### src/rtl/game_sound_seq.sv
// Game music sequencer: plays the track selected by the game state, inserting silent
// beats on every state change, with per-track looping or one-shot playback.
// Ports:
//   clk, rst (async, active-high)
//   beat       one-cycle note-advance tick
//   mute       forces silent tone outputs; sequencing is unaffected
//   state      game state, which is also the index of the track to play
//   rom_l/r    tone ROM data for {track, note_addr}, combinational
//   track      registered active track index
//   note_addr  registered note index within the track
//   freqL/R    registered tone periods (SILENT when not sounding)
//   done       one-cycle pulse when a one-shot track finishes
module game_sound_seq #(
  parameter int unsigned NTRACK = 10,
  parameter int unsigned SW = 4,
  parameter int unsigned AW = 12,
  parameter int unsigned FW = 26,
  parameter int unsigned GAP = 4,
  parameter int unsigned SILENT = 50000000,
  parameter logic [NTRACK-1:0] LOOP = '1,
  parameter logic [NTRACK*AW-1:0] TRACK_LEN = {NTRACK{AW'(64)}}
) (
  input  logic clk,
  input  logic rst,
  input  logic beat,
  input  logic mute,
  input  logic [SW-1:0] state,
  input  logic [FW-1:0] rom_l,
  input  logic [FW-1:0] rom_r,
  output logic [SW-1:0] track,
  output logic [AW-1:0] note_addr,
  output logic [FW-1:0] freqL,
  output logic [FW-1:0] freqR,
  output logic done
);

  localparam int unsigned GCW = (GAP > 1) ? $clog2(GAP) : 1;

  typedef enum logic [1:0] {
    S_GAP,
    S_PLAY,
    S_HOLD,
    S_OFF
  } fsm_t;

  fsm_t fsm_q, fsm_d;
  logic [SW-1:0] st_q, st_d;
  logic [SW-1:0] track_q, track_d;
  logic [AW-1:0] addr_q, addr_d;
  logic [GCW-1:0] gap_q, gap_d;
  logic done_q, done_d;
  logic [FW-1:0] freql_q, freql_d;
  logic [FW-1:0] freqr_q, freqr_d;

  logic change;
  logic track_ok;
  logic [AW-1:0] cur_len;
  logic cur_loop;
  logic last_note;
  fsm_t gap_exit;

  assign change = (state != st_q);
  assign track_ok = (int'(track_q) < int'(NTRACK));
  assign gap_exit = track_ok ? S_PLAY : S_OFF;

  // Per-track length and loop flag for the active track.
  always_comb begin
    cur_len = AW'(1);
    cur_loop = 1'b0;
    for (int t = 0; t < int'(NTRACK); t++) begin
      if (track_q == SW'(t)) begin
        cur_len = TRACK_LEN[t*AW +: AW];
        cur_loop = LOOP[t];
      end
    end
  end

  assign last_note = (addr_q == cur_len - AW'(1));

  always_comb begin
    fsm_d = fsm_q;
    st_d = st_q;
    track_d = track_q;
    addr_d = addr_q;
    gap_d = gap_q;
    done_d = 1'b0;
    if (change) begin
      // A state change wins over any beat in the same cycle.
      st_d = state;
      track_d = state;
      addr_d = '0;
      gap_d = '0;
      fsm_d = S_GAP;
    end else begin
      unique case (fsm_q)
        S_GAP: begin
          if (GAP == 0) begin
            fsm_d = gap_exit;
          end else if (beat) begin
            if (gap_q == GCW'(GAP - 1)) begin
              gap_d = '0;
              fsm_d = gap_exit;
            end else begin
              gap_d = gap_q + GCW'(1);
            end
          end
        end
        S_PLAY: begin
          if (beat) begin
            if (!last_note) begin
              addr_d = addr_q + AW'(1);
            end else if (cur_loop) begin
              addr_d = '0;
            end else begin
              fsm_d = S_HOLD;
              done_d = 1'b1;
            end
          end
        end
        S_HOLD: fsm_d = S_HOLD;
        S_OFF: fsm_d = S_OFF;
        default: fsm_d = S_GAP;
      endcase
    end
  end

  // Tone outputs trail note_addr/FSM by one clock; ROM is addressed by the
  // registered track and note index.
  always_comb begin
    freql_d = FW'(SILENT);
    freqr_d = FW'(SILENT);
    if (!mute && fsm_q == S_PLAY) begin
      freql_d = rom_l;
      freqr_d = rom_r;
    end
  end

  always_ff @(posedge clk or posedge rst) begin
    if (rst) begin
      fsm_q <= S_GAP;
      st_q <= '0;
      track_q <= '0;
      addr_q <= '0;
      gap_q <= '0;
      done_q <= 1'b0;
      freql_q <= FW'(SILENT);
      freqr_q <= FW'(SILENT);
    end else begin
      fsm_q <= fsm_d;
      st_q <= st_d;
      track_q <= track_d;
      addr_q <= addr_d;
      gap_q <= gap_d;
      done_q <= done_d;
      freql_q <= freql_d;
      freqr_q <= freqr_d;
    end
  end

  assign track = track_q;
  assign note_addr = addr_q;
  assign freqL = freql_q;
  assign freqR = freqr_q;
  assign done = done_q;

endmodule

### config.mk
export PLATFORM = sky130hd
export DESIGN_NAME = game_sound_seq
export DESIGN_NICKNAME = d
export VERILOG_FILES = /design/src/rtl/game_sound_seq.sv
export SDC_FILE = /design/constraint.sdc
export NUM_CORES = 1
export LEC_CHECK = 0
export ABC_AREA = 1
export ABC_CLOCK_PERIOD_IN_PS = 3850
export BUFFER_PORTS_ARGS = -buffer_cell sky130_fd_sc_hd__buf_2
export CORE_MARGIN = 3
export CORE_UTILIZATION = 51
export DETAILED_ROUTE_END_ITERATION = 10
export PLACE_DENSITY = 0.95
export SETUP_SLACK_MARGIN = 0.5
export SLEW_MARGIN = 5
export SYNTH_ARGS = -nofsm -noshare
export SYNTH_HDL_FRONTEND = slang
export SYNTH_SLANG_ARGS = --single-unit
### constraint.sdc
create_clock -name clk -period 3.85 [get_ports clk]
set_clock_uncertainty 0.1 [all_clocks]
set_input_delay 0.77 -clock clk [delete_from_list [all_inputs] [get_ports clk]]
set_output_delay 0.77 -clock clk [all_outputs]
set_load 0.01 [all_outputs]
==> run_results.csv <==
group,metric,value,unit
logic_synthesis,syn_inst,315,
setup_path,cp_cell_sequence,"buf_2",
clock_tree,clock_latency,0.33,ns
global_route,first_global_vias,2692,
setup_path,cp-start-kind,"register",
route,dr.pass1.iters,6,
die,io_pins,129,
logic_synthesis,synth_nets,379,
logic_synthesis,yosysSeqAreaShare,0.614,
logic_synthesis,ys.flop_type,"dfrtp_1",
logic_synthesis,synth_edf_count,0,
die,initial_core_util,0.539,
cells_and_area,layout-drive-gt1-share,0.450,
route,wirelength,7.20,mm
global_route,grt.total_usage,0.219,
power,p_per_area,384,mW/mm²
run,cap_violations,0,
sta,slew_violations,0,
power,ir_drop,0.289,mV
cells_and_area,fillers,430,
clock_tree,cts_buffers,9,
power,p_int,1.14,mW
placement,placed_cell_area,0.00371,mm²
clock_tree,cts_tree,"done",
die,die_area,0.00689,mm²
cells_and_area,final_cells,521,
global_route,grt.overflow.total,0,
placement,place_ws,1.69,ns
setup_path,crit_fanout,8,
clock_tree,cts.path.max_buffers,2,
logic_synthesis,postSynthAreaPerCell,9.60,µm²
die,chipWidth,83.0,µm
logic_synthesis,synth-seq-cells,73,
setup_path,path_buf_inv,1,
sta,period_minus_slack,1.88,ns
global_route,grt_max_degree,74,
die,die_height,83.0,µm
clock_tree,cts_root_buf,"clkbuf_8",
sta,rsz0062_at_grt,"no",
setup_path,crit_path_end_kind,"output pin",
power,swShare,0.242,
outcome,status,"finished, final reports clean",
power,pwr-share-comb,0.083,
global_route,grt_pass1_wl,12.0,mm
sta,tightestPinTransition,0.437,ns
cells_and_area,mostFrequentLayoutCells,"128 x buf_2, 57 x inv_1, 49 x dfrtp_1",
sta,min_period_over_period,0.489,
sta,hold_viol,0,
cells_and_area,diodes,0,
sta,maxSlewHeadroom,0.709,
cells_and_area,stdcell_area,0.00391,mm²
route,drt_iter0_drc,184,
power,clockPowerShare,0.389,
clock_tree,cts_hold_buffers,0,
clock_tree,clkTransAtPathRegs,0.08,ns
power,switching_power,363,µW
route,ant_nets,0,
min_path,hold_class,"input port to asynchronous set/reset pin",
clock_tree,h-tree-depth,3,
power,seqPwrFrac,0.529,
setup_path,crit_type,"register to output pin",
sta,layout_setup_ws,1.97,ns
placement,portBuffers,128,
setup_path,cp.required,2.98,ns
clock_tree,cts_setup_buffers,0,
route,via_per_inst,4.88,
cells_and_area,final_common_cell,"buf_2",
setup_path,rr_worst_depth,9,
cells_and_area,nets,508,
route,via_count,2542,
power,finalPower,1.50,mW
setup_path,cp_num_cells,1,
sta,fmax,531,MHz
global_route,antenna_found_initial,0,
clock_tree,cts_resized,0,
setup_path,worst_path_max_delay_cell,"dfrtp_1",
placement,place.gp.congestion,0.783,
placement,dpl.hpwl,5.34,mm
setup_path,slowest_delay,0.49,ns
logic_synthesis,netlist_area,0.00302,mm²
die,core_area,0.00561,mm²
power,p_leak,2.14,nW
sta,holdWs,0.390,ns
cells_and_area,area_delta_synth_final,29.3,%
placement,post-place-cells,505,
logic_synthesis,synthArstFlopShare,1.00,
die,core.rowCount,27,
setup_path,worstPathArrival,1.01,ns
logic_synthesis,ys_warn_count,0,
clock_tree,cts.sink_count,73,
route,drc_errors,0,
cells_and_area,post-route-util,0.697,
route,wire_per_inst,13.8,µm
logic_synthesis,ys_types,27,
sta,fin_setup_tns,0,ns
setup_path,critPathTopFamily,"flip-flops",
sta,setup_viol,0,
-- cell usage after synthesis (2+ instances only) --
cell type	count	area, µm²
a21oi_1	3	15.0
buf_1	2	7.51
buf_6	3	33.8
clkbuf_1	7	26.3
dfrtp_1	49	1230
dfstp_2	24	631
ha_1	4	50.1
inv_1	58	218
nand2_1	40	150
nand3_1	16	80.1
nand4_1	13	81.3
nor2_1	41	154
nor2_2	2	12.5
nor3_1	6	30.0
o21ai_0	11	55.1
o22ai_1	2	12.5
or2_2	24	150
-- registers in the layout (all words and copies together), names as in the netlist --
register,count
fsm_q,2
freqL,26
track,4
gap_q,2
freqR,26
done,1
note_addr,12
-- layout make-up --
class                           count  area (µm²)  area share
Tap cell                           72        90.1      0.0231
Inverter                           59         221      0.0567
Clock inverter                      6        66.3      0.0170
Sequential cell                    73        1860       0.475
Clock buffer                       10         128      0.0327
Timing Repair Buffer              130         668       0.171
Multi-Input combinational cell    171         877       0.224
-- worst reg2reg max path, delay by kind of cell (launching register included) --
family,cells,cell delay [ns]
simple gates,8,1.04
flops,1,0.38
buf+inv,1,0.13
-- per-layer routing --
metal  routed length, µm  global-route usage  part of all wire  vias up
met5                   0                   0                 0        -
met4                  93               0.103             0.013        0
met3                 736              0.0843              0.10       12
met2                3650               0.368              0.51      124
met1                2720               0.244              0.38     1193
li1                    -                   -                 -     1213
-- power groups by stage --
stage	Combinational (mW)	Sequential, mW	Clock [mW]
2_1_floorplan	0.0600	0.814	0
3_3_place_gp	0.118	0.806	0
3_5_place_dp	0.125	0.807	0
4_1_cts	0.126	0.793	0.595
5_1_grt	0.140	0.795	0.634
6_report	0.124	0.793	0.583
-- kinds of logic (layout without fill, tap and decap cells) --
| family | Yosys count | after routing | synth area share |
|---|---|---|---|
| compound gates | 18 | 18 | 0.0352 |
| xor+xnor | 2 | 2 | 0.00580 |
| fa+ha+maj | 4 | 4 | 0.0166 |
| buf+inv | 71 | 205 | 0.0956 |
| flops | 73 | 73 | 0.614 |
| simple gates | 147 | 147 | 0.233 |
-- worst paths after layout --
path | to | start | slack, ns
max | note_addr[2] | note_addr[2] | 1.97
min | note_addr[9] | rst | 0.39
max reg2reg | note_addr[6] | track[1] | 2.09
min reg2reg | fsm_q[1] | fsm_q[1] | 0.40
max in group asynchronous | freqR[22] | rst | 2.90
min in group clk | fsm_q[1] | fsm_q[1] | 0.40
Note: power is estimated with default switching activity, not from simulation.
